$ cat src/rtl/alu_pkg.sv
// Shared types and constants for the ALU command driver: opcode encoding,
// driver FSM states and the default datapath width.
package alu_pkg;

   localparam int DATA_W = 8;

   // Opcode encoding understood by the combinational ALU.
   typedef enum logic [2:0] {
      ADD = 3'b000,
      SUB = 3'b001,
      SLL = 3'b010,
      LSR = 3'b011,
      AND = 3'b100,
      OR  = 3'b101,
      XOR = 3'b110,
      EQL = 3'b111
   } alu_op_e;

   // Driver sequencing: wait for a command, hold operands, present response.
   typedef enum logic [1:0] {
      IDLE  = 2'd0,
      DRIVE = 2'd1,
      RESP  = 2'd2
   } drv_state_e;

   // Width of the settle down-counter; covers SETTLE_CYCLES-1 up to 14.
   localparam int SETTLE_W = 4;

endpackage : alu_pkg

$ cat src/rtl/alu_cmd_driver_if.sv
// Command and response valid/ready ports of the ALU command driver.
// The driver is the slave; whoever issues commands is the master.
interface alu_cmd_driver_if #(
   parameter int DATA_W = alu_pkg::DATA_W
);

   // Command channel
   logic                cmd_valid_i;
   logic                cmd_ready_o;
   logic [DATA_W-1:0]   cmd_a_i;
   logic [DATA_W-1:0]   cmd_b_i;
   alu_pkg::alu_op_e    cmd_op_i;
   logic [DATA_W-1:0]   cmd_exp_i;
   logic                cmd_chk_i;

   // Response channel
   logic                rsp_valid_o;
   logic                rsp_ready_i;
   logic [DATA_W-1:0]   rsp_res_o;
   alu_pkg::alu_op_e    rsp_op_o;
   logic                rsp_err_o;

   modport slave (
      input  cmd_valid_i, cmd_a_i, cmd_b_i, cmd_op_i, cmd_exp_i, cmd_chk_i,
      output cmd_ready_o,
      output rsp_valid_o, rsp_res_o, rsp_op_o, rsp_err_o,
      input  rsp_ready_i
   );

   modport master (
      output cmd_valid_i, cmd_a_i, cmd_b_i, cmd_op_i, cmd_exp_i, cmd_chk_i,
      input  cmd_ready_o,
      input  rsp_valid_o, rsp_res_o, rsp_op_o, rsp_err_o,
      output rsp_ready_i
   );

endinterface : alu_cmd_driver_if

$ cat src/rtl/alu_cmd_driver_sat_counter.sv
// Saturating up-counter with synchronous clear. Clear has priority over
// increment; the count sticks at all-ones instead of wrapping.
module sat_counter #(
   parameter int W = 16
) (
   input  logic         clk_i,
   input  logic         rst_ni,
   input  logic         clr_i,
   input  logic         inc_i,
   output logic [W-1:0] cnt_o
);

   // Count events, hold at all-ones, clear on request.
   always_ff @(posedge clk_i or negedge rst_ni) begin
      if (!rst_ni) begin
         cnt_o <= '0;
      end else if (clr_i) begin
         cnt_o <= '0;
      end else if (inc_i && (cnt_o != '1)) begin
         cnt_o <= cnt_o + W'(1);
      end
   end

endmodule : sat_counter

$ cat src/rtl/alu_cmd_driver.sv
// Sequential initiator for an 8-bit combinational ALU. Accepts a command,
// drives the ALU from registers, waits SETTLE_CYCLES, captures the result,
// optionally compares it with an expected value and returns a response.
// Checked results are tallied in two saturating pass/fail counters.
module alu_cmd_driver
   import alu_pkg::*;
#(
   parameter int DATA_W        = alu_pkg::DATA_W,
   parameter int SETTLE_CYCLES = 1,
   parameter int CNT_W         = 16
) (
   input  logic              clk_i,
   input  logic              rst_ni,
   alu_cmd_driver_if.slave   bus,
   output logic [DATA_W-1:0] alu_a_o,
   output logic [DATA_W-1:0] alu_b_o,
   output alu_op_e           alu_op_o,
   input  logic [DATA_W-1:0] alu_res_i,
   input  logic              clr_cnt_i,
   output logic [CNT_W-1:0]  pass_cnt_o,
   output logic [CNT_W-1:0]  fail_cnt_o
);

   // The settle counter is only SETTLE_W bits wide, so reject values it
   // cannot represent at elaboration time.
   if ((SETTLE_CYCLES < 1) || (SETTLE_CYCLES > 15)) begin : g_bad_settle
      $error("alu_cmd_driver: SETTLE_CYCLES must be in 1..15");
   end

   localparam logic [SETTLE_W-1:0] SETTLE_LOAD = SETTLE_W'(SETTLE_CYCLES - 1);

   drv_state_e           state;
   logic [SETTLE_W-1:0]  settle;
   logic [DATA_W-1:0]    exp_q;
   logic                 chk_q;

   logic                 capture;
   logic                 mismatch;
   logic                 pass_inc;
   logic                 fail_inc;

   // The capture edge is the last DRIVE cycle; the comparison uses the live
   // ALU result so the counters and rsp_err_o see the same value.
   assign capture  = (state == DRIVE) && (settle == '0);
   assign mismatch = chk_q && (alu_res_i != exp_q);
   assign pass_inc = capture && chk_q && !mismatch;
   assign fail_inc = capture && mismatch;

   // Command/drive/response sequencing with all outputs registered.
   // NOTE: every register here is assigned with <= so each edge sees the
   // pre-edge values of its neighbours; mixing in = would make the result
   // depend on statement order inside the block.
   always_ff @(posedge clk_i or negedge rst_ni) begin
      if (!rst_ni) begin
         state           <= IDLE;
         settle          <= '0;
         exp_q           <= '0;
         chk_q           <= 1'b0;
         alu_a_o         <= '0;
         alu_b_o         <= '0;
         alu_op_o        <= ADD;
         bus.cmd_ready_o <= 1'b1;
         bus.rsp_valid_o <= 1'b0;
         bus.rsp_res_o   <= '0;
         bus.rsp_op_o    <= ADD;
         bus.rsp_err_o   <= 1'b0;
      end else begin
         unique case (state)
            IDLE: begin
               // ALU operands keep their last values while idle.
               if (bus.cmd_valid_i) begin
                  alu_a_o         <= bus.cmd_a_i;
                  alu_b_o         <= bus.cmd_b_i;
                  alu_op_o        <= bus.cmd_op_i;
                  exp_q           <= bus.cmd_exp_i;
                  chk_q           <= bus.cmd_chk_i;
                  settle          <= SETTLE_LOAD;
                  bus.cmd_ready_o <= 1'b0;
                  state           <= DRIVE;
               end
            end

            DRIVE: begin
               if (settle != '0) begin
                  settle <= settle - SETTLE_W'(1);
               end else begin
                  bus.rsp_res_o   <= alu_res_i;
                  bus.rsp_op_o    <= alu_op_o;
                  bus.rsp_err_o   <= mismatch;
                  bus.rsp_valid_o <= 1'b1;
                  state           <= RESP;
               end
            end

            RESP: begin
               // Response fields stay frozen until the consumer takes them.
               if (bus.rsp_ready_i) begin
                  bus.rsp_valid_o <= 1'b0;
                  bus.cmd_ready_o <= 1'b1;
                  state           <= IDLE;
               end
            end

            default: begin
               bus.rsp_valid_o <= 1'b0;
               bus.cmd_ready_o <= 1'b1;
               state           <= IDLE;
            end
         endcase
      end
   end

   sat_counter #(
      .W (CNT_W)
   ) u_pass_cnt (
      .clk_i  (clk_i),
      .rst_ni (rst_ni),
      .clr_i  (clr_cnt_i),
      .inc_i  (pass_inc),
      .cnt_o  (pass_cnt_o)
   );

   sat_counter #(
      .W (CNT_W)
   ) u_fail_cnt (
      .clk_i  (clk_i),
      .rst_ni (rst_ni),
      .clr_i  (clr_cnt_i),
      .inc_i  (fail_inc),
      .cnt_o  (fail_cnt_o)
   );

endmodule : alu_cmd_driver
$ cat src/flat_wrapper.sv
// flat-port wrapper written by rule: the top's interface ports become plain ports
module alu_cmd_driver_flat import alu_pkg::*;
#(
   parameter int DATA_W        = alu_pkg::DATA_W,
   parameter int SETTLE_CYCLES = 1,
   parameter int CNT_W         = 16
)
  (clk_i, rst_ni, alu_a_o, alu_b_o, alu_op_o, alu_res_i, clr_cnt_i, pass_cnt_o, fail_cnt_o, bus_cmd_valid_i, bus_cmd_a_i, bus_cmd_b_i, bus_cmd_op_i, bus_cmd_exp_i, bus_cmd_chk_i, bus_cmd_ready_o, bus_rsp_valid_o, bus_rsp_res_o, bus_rsp_op_o, bus_rsp_err_o, bus_rsp_ready_i);
  alu_cmd_driver_if #(.DATA_W(DATA_W)) bus_i ();
  input  logic clk_i;
  input  logic rst_ni;
  output logic [DATA_W-1:0] alu_a_o;
  output logic [DATA_W-1:0] alu_b_o;
  output alu_op_e alu_op_o;
  input  logic [DATA_W-1:0] alu_res_i;
  input  logic clr_cnt_i;
  output logic [CNT_W-1:0] pass_cnt_o;
  output logic [CNT_W-1:0] fail_cnt_o;
  input wire logic [$bits(bus_i.cmd_valid_i)-1:0] bus_cmd_valid_i;
  input wire logic [$bits(bus_i.cmd_a_i)-1:0] bus_cmd_a_i;
  input wire logic [$bits(bus_i.cmd_b_i)-1:0] bus_cmd_b_i;
  input wire logic [$bits(bus_i.cmd_op_i)-1:0] bus_cmd_op_i;
  input wire logic [$bits(bus_i.cmd_exp_i)-1:0] bus_cmd_exp_i;
  input wire logic [$bits(bus_i.cmd_chk_i)-1:0] bus_cmd_chk_i;
  output wire logic [$bits(bus_i.cmd_ready_o)-1:0] bus_cmd_ready_o;
  output wire logic [$bits(bus_i.rsp_valid_o)-1:0] bus_rsp_valid_o;
  output wire logic [$bits(bus_i.rsp_res_o)-1:0] bus_rsp_res_o;
  output wire logic [$bits(bus_i.rsp_op_o)-1:0] bus_rsp_op_o;
  output wire logic [$bits(bus_i.rsp_err_o)-1:0] bus_rsp_err_o;
  input wire logic [$bits(bus_i.rsp_ready_i)-1:0] bus_rsp_ready_i;
  assign bus_i.cmd_valid_i = bus_cmd_valid_i;
  assign bus_i.cmd_a_i = bus_cmd_a_i;
  assign bus_i.cmd_b_i = bus_cmd_b_i;
  assign bus_i.cmd_op_i = bus_cmd_op_i;
  assign bus_i.cmd_exp_i = bus_cmd_exp_i;
  assign bus_i.cmd_chk_i = bus_cmd_chk_i;
  assign bus_cmd_ready_o = bus_i.cmd_ready_o;
  assign bus_rsp_valid_o = bus_i.rsp_valid_o;
  assign bus_rsp_res_o = bus_i.rsp_res_o;
  assign bus_rsp_op_o = bus_i.rsp_op_o;
  assign bus_rsp_err_o = bus_i.rsp_err_o;
  assign bus_i.rsp_ready_i = bus_rsp_ready_i;
  alu_cmd_driver #(.DATA_W(DATA_W), .SETTLE_CYCLES(SETTLE_CYCLES), .CNT_W(CNT_W)) u_core (.clk_i(clk_i), .rst_ni(rst_ni), .bus(bus_i), .alu_a_o(alu_a_o), .alu_b_o(alu_b_o), .alu_op_o(alu_op_o), .alu_res_i(alu_res_i), .clr_cnt_i(clr_cnt_i), .pass_cnt_o(pass_cnt_o), .fail_cnt_o(fail_cnt_o));
endmodule
$ cat config.mk
export PLATFORM = sky130hd
export DESIGN_NAME = alu_cmd_driver_flat
export DESIGN_NICKNAME = d
export VERILOG_FILES = /design/src/rtl/alu_pkg.sv /design/src/rtl/alu_cmd_driver_if.sv /design/src/rtl/alu_cmd_driver_sat_counter.sv /design/src/rtl/alu_cmd_driver.sv /design/src/flat_wrapper.sv
export SDC_FILE = /design/constraint.sdc
export NUM_CORES = 1
export LEC_CHECK = 0
export ABC_CLOCK_PERIOD_IN_PS = 2500
export CELL_PAD_IN_SITES_DETAIL_PLACEMENT = 0
export CELL_PAD_IN_SITES_GLOBAL_PLACEMENT = 1
export CORE_MARGIN = 2
export CORE_UTILIZATION = 34
export DETAILED_ROUTE_END_ITERATION = 8
export HOLD_SLACK_MARGIN = 0.02
export PLACE_DENSITY = 0.89
export SLEW_MARGIN = 30
export SYNTH_ARGS = -nofsm -noshare
export SYNTH_HDL_FRONTEND = slang
export SYNTH_SLANG_ARGS = --single-unit
$ cat constraint.sdc
create_clock -name clk_i -period 2.5 [get_ports clk_i]
set_input_delay 0.5 -clock clk_i [delete_from_list [all_inputs] [get_ports clk_i]]
set_output_delay 0.5 -clock clk_i [all_outputs]
set_load 0.05 [all_outputs]
After elaboration in Yosys (flattened, before gate mapping)
Index checks and enable logic that the tools add are counted.
{"block": "word_totals", "out_inout_bits": 65, "wordCells": 66, "regBits": 80}
{"block": "op_classes", "eq_ne": 9, "addsub": 3, "bitwise": 3, "n_mux": 17, "n_reduce_logical": 20}
{"op": "16-bit 2-to-1 mux", "count": 4}
{"op": "16-bit by 1-bit adder with 16-bit output, second input constant", "count": 2}
{"op": "16-bit inequality test, second input constant", "count": 2}
{"op": "3-bit AND reduction", "count": 4}
{"op": "4-bit 2-to-1 mux", "count": 2}
{"op": "2-bit inequality test, second input constant", "count": 4}
{"op": "8-bit inequality test", "count": 1}
{"op": "4-bit one-hot mux with 2 select lines", "count": 1}
{"op": "1-bit logical AND", "count": 7}
{"op": "2-bit 2-to-1 mux", "count": 3}
{"op": "1-bit one-hot mux with 3 select lines", "count": 2}
{"op": "2-bit one-hot mux with 3 select lines", "count": 1}
{"op": "2-bit nonzero test", "count": 3}
{"op": "4-bit zero test", "count": 1}
{"op": "1-bit 2-to-1 mux", "count": 4}
{"op": "2-bit AND reduction", "count": 2}
{"op": "4-bit nonzero test", "count": 1}
{"op": "4-bit by 1-bit subtractor with 4-bit output, second input constant", "count": 1}
{"op": "1-bit NOT", "count": 3}
{"op": "2-bit by 1-bit == test with 1-bit output, second input constant", "count": 1}
{"op": "2-bit == test, second input constant", "count": 1}
{"op": "2-bit zero test", "count": 1}
{"op": "1-bit zero test", "count": 1}

Longest topological paths before layout
{"block": "logic_depth", "word_depth": 7, "depth_mapped": 10, "mapped_depth_nobuf": 7}

Modules after synthesis
From an unflattened synthesis, not the netlist that was laid out.
{"block": "hier_totals", "hier_cells": 335, "hier_area_um2": 3892.5}
{"module": "alu_cmd_driver", "instances": 1, "cells_per_inst": 139, "seq_area_each_um2": 1202.4, "area_each_um2": 2008.2}
{"module": "sat_counter", "instances": 2, "cells_per_inst": 98, "seq_area_each_um2": 400.4, "area_each_um2": 942.2}

Worst setup path before layout
Ideal clock, no wire load.
{"block": "synth_path", "path_kind": "register to register", "start": "register u_core.u_pass_cnt.cnt_o[2]", "end": "register u_core.u_pass_cnt.cnt_o[13]", "required_time_ps": 2434, "n_path_buf": 0, "stages_incl_launch_ff": 6, "setup_slack_ps": 115, "arrival_time_ps": 2319, "setup_ps": 66, "path_cell_list": "dfrtp_1 and4_1 nand4_1 or4b_2 or4_1 nand2_1"}
{"block": "synth_between", "elab_chain_cells": 3}
{"item": "start, declared", "line_no": "alu_cmd_driver_sat_counter.sv:10", "source": "output logic [W-1:0] cnt_o"}
{"item": "start signal, assigned", "line_no": "alu_cmd_driver_sat_counter.sv:20", "source": "cnt_o <= cnt_o + W'(1);"}
{"item": "16-bit by 1-bit adder with 16-bit output or 16-bit inequality test (tied branches)", "line_no": "alu_cmd_driver_sat_counter.sv:20, alu_cmd_driver_sat_counter.sv:19"}
{"item": "16-bit 2-to-1 mux or 1-bit logical AND (tied branches)", "line_no": "alu_cmd_driver_sat_counter.sv:19", "source": "end else if (inc_i && (cnt_o != '1)) begin"}
{"item": "16-bit 2-to-1 mux or 2-bit nonzero test (tied branches)"}
Several ways; a longest one is shown, not always the timed one. The select of a mux whose other input is x is not followed.
A chain may end at the register's enable or synchronous reset.

Worst setup path after layout
{"block": "layout_path", "start": "register u_core.settle[0]", "end": "register u_core.u_pass_cnt.cnt_o[4]"}
{"block": "layout_between", "elab_chain_cells": 6}
{"item": "start, declared", "line_no": "alu_cmd_driver.sv:33", "source": "logic [SETTLE_W-1:0] settle;"}
{"item": "start signal, assigned", "line_no": "alu_cmd_driver.sv:85", "source": "settle <= settle - SETTLE_W'(1);"}
{"item": "4-bit zero test", "line_no": "alu_cmd_driver.sv:44", "source": "assign capture = (state == DRIVE) && (settle == '0);"}
{"item": "1-bit logical AND", "line_no": "alu_cmd_driver.sv:44"}
{"item": "1-bit logical AND (2 in a row)", "line_no": "alu_cmd_driver.sv:46", "source": "assign pass_inc = capture && chk_q && !mismatch;"}
{"item": "1-bit logical AND", "line_no": "alu_cmd_driver_sat_counter.sv:19"}
{"item": "2-bit nonzero test (no line)"}
Every way passes these cells.

==> impl_metrics.ini <==
[critical_path]
crit_buf_inv = 2
cpPeakStageDelay_ns = 0.50
worstPathRequired_ns = 2.78
critPathTopFamily = simple AND/OR/NAND/NOR gates
cp-end-kind = flip-flop
startpoint_type = flip-flop
crit_fanout = 14
crit_slowest_cell = or4_1
path_cells = inv_1 > ha_1 > nand2b_1 > or2_1 > or3_4 > buf_4 > or4_1 > a21oi_1
cp.arrival_ns = 2.62
crit_type = flip-flop to flip-flop

[route]
drtIter0Drc = 90
detail_route.wl_per_cell_um = 15.24
totalWireLength_mm = 9.282
via_per_inst = 5.250
firstDrtPassIters = 4
postRouteAntennaNets = 0
num_vias = 3197
drcViolationCount = 0

[floorplan]
rows = 38
start_util_pct = 35.08
die_w_um = 110.0
dieArea_sq_um = 12100
core_area_sq_um = 10890
boundaryPins = 106
dieHeight_um = 110.0

[yosys]
yosysMostFrequentCell = dfrtp_1
synth.cell_area_sq_um = 3820
netlist_top_cells_count = dfrtp_1 (79), mux2_2 (42), a21oi_1 (27)
syn_inst = 342
ys.flop_type = dfrtp_1
synth.area.top_cells = dfrtp_1 (52%), mux2_2 (12%), or4_1 (3.7%), a21oi_1 (3.5%), o31ai_1 (3.5%)
ys_seq_area_share_pct = 52.44
syn_nets = 386
yosys_warnings = 0
async_flop_share_pct = 100.0
ys_types = 42
synth-seq-cells = 80
yosysTopAreaCell = dfrtp_1
synth_edf_count = 0
syn_avg_cell_area_sq_um = 11.17
synth_top_area_share_pct = 51.75

[timing]
max_freq_mhz = 427.1
worst_pin_slew_ns = 0.6393
grt_setup_unrepaired = no
setup_viol = 0
clock_skew_ns = 0.009039
post-route-period-util_pct = 93.66
drv_slew = 0
finalHoldViolations = 0
maxSlewHeadroom_pct = 57.29
fin_crit_ns = 2.342

[clock_tree]
tritoncts = done
htreeDepth = 3
root_buffer = clkbuf_8
clk_latency_ns = 0.35
clk_pin_slew_ns = 0.09
cts_buffers = 9
ctsHoldBuffers = 0
cts_setup_buffers = 0
cts.sinks = 80
post_cts_resized = 0
cts_buffer_depth = 2

[power_and_ir_drop]
p_leak_nw = 2.078
p_per_area_nw_per_um2 = 1011
p_total_mw = 5.402
peakVddDrop_mv = 0.8181

[final_layout]
stdcell_count = 609
final_layout_size_suffix_gt1_share_pct = 18.98
n_antenna_cell = 0
fin_util_pct = 49.09
nNetsFinal = 508
area_growth_pct = 39.93

[placed_design]
gp_routability_congestion = 0.7785
port_buffers = 105
dpl.cell_count = 593
dp_hpwl_mm = 6.752

[global_routing]
grtUsageTotal_pct = 16.18
grt_pass1_wl_mm = 15.12
overflow = 0
grt_pass1_vias = 3301
grt_max_degree = 56
antenna_found_initial = 0

[worst_hold_path]
hp-class = input port to asynchronous set/reset pin

[outcome]
status = complete, no violations

[flow_run]
drv_cap = 0
[sequential cells by signal, indices dropped and copies added, names as in the netlist]
register                 cells
u_core.chk_q                 1
u_core.bus.rsp_err_o         1
u_core.bus.rsp_valid_o       1
u_core.bus.rsp_res_o         8
u_core.u_fail_cnt.cnt_o     16
u_core.u_pass_cnt.cnt_o     16
u_core.state                 2
u_core.settle                4
u_core.bus.rsp_op_o          3
u_core.exp_q                 8
u_core.alu_op_o              3
u_core.bus.cmd_ready_o       1
u_core.alu_b_o               8
u_core.alu_a_o               8
[logic make-up (layout without fill, tap and decap cells)]
group / Yosys count / count (layout) / synth area share, %
compound gates: 71 / 71 / 11.89
xor+xnor: 8 / 8 / 1.834
fa+ha+maj: 3 / 3 / 0.9827
buf+inv: 21 / 148 / 2.653
flops: 80 / 80 / 52.44
mux: 43 / 43 / 12.64
simple gates: 116 / 116 / 17.56
[per-stage QoR]
step	worst slack [ns]	setup TNS, ns	area (sq um)	hold WS [ns]
floorplan	0.1154	0	3820	0.2044
global placement	-0.1070	-1.064	5137	0.4333
detailed placement	-0.1678	-1.687	5137	0.4384
CTS	0.09710	0	5340	0.04371
global route	0.005817	0	5345	0.05832
finish	0.1585	0	5345	0.05369
[worst reg2reg max path, delay by kind of cell, from the launching register on]
family                   cells  cell delay [ns]
AO/OA/AOI/OAI                1             0.16
adder cells (fa/ha/maj)      1             0.16
buffers and inverters        2             0.26
flip-flops                   1             0.43
AND/OR/NAND/NOR              4             1.27
[per-layer routing]
layer	part of all wire, %	wire, um	global-route usage (%)
met1	43	3987	19.53
met2	46	4310	25.42
met3	9.6	895	6.643
met4	0.96	89	6.962
met5	0	0	0
[where the power goes]
part,leakage [nW],internal [mW],switching (mW)
registers,1.02,1.67,0.226
logic,0.967,1.00,1.51
clock network,0.0929,0.472,0.517
total,2.08,3.15,2.26
[layout by cell type (no fill, tap or decap), types with 2 or more instances in the layout]
cell type / count
clkdlybuf4s50_1: 104
and3_1: 2
and4_1: 2
and2_1: 2
nor4_1: 3
xnor2_1: 8
nor3_1: 6
dfrtp_1: 79
a21oi_1: 27
or2_2: 3
inv_6: 3
nor2b_1: 8
inv_1: 6
buf_4: 21
or4_1: 19
clkinvlp_4: 3
a22o_1: 4
o21bai_1: 3
a21o_1: 2
o21ai_0: 9
or3_1: 5
nand2_1: 20
ha_1: 3
clkbuf_8: 9
o31ai_1: 18
o41ai_1: 3
nor2_1: 11
nand2b_1: 5
nand4_1: 10
nand3_1: 11
mux2_2: 42
[path summary, 6_finish.rpt]
check | start | end | slack [ns] | depth (start not counted)
hold / removal | rst_ni | u_core.u_fail_cnt.cnt_o[1] | 0.05 | 1
setup / recovery | u_core.settle[0] | u_core.u_pass_cnt.cnt_o[4] | 0.16 | 8
setup reg to reg | u_core.settle[0] | u_core.u_pass_cnt.cnt_o[4] | 0.16 | 8
min in group clk_i | u_core.bus.rsp_err_o | u_core.bus.rsp_err_o | 0.49 | 2
hold reg to reg | u_core.bus.rsp_err_o | u_core.bus.rsp_err_o | 0.49 | 2
max in group asynchronous | rst_ni | u_core.u_pass_cnt.cnt_o[11] | 1.85 | 2
[area by class of cell]
cell class / instances / area [sq um]
well taps: 140 / 175.2
fillers: 1013 / 5543
clock buffers: 9 / 123.9
inverters: 6 / 22.52
flip-flops and latches: 80 / 2003
repair buffers: 126 / 1219
multi-input cells: 241 / 1723
clock inverters: 7 / 78.83
Note: power is estimated with default switching activity, not from simulation.
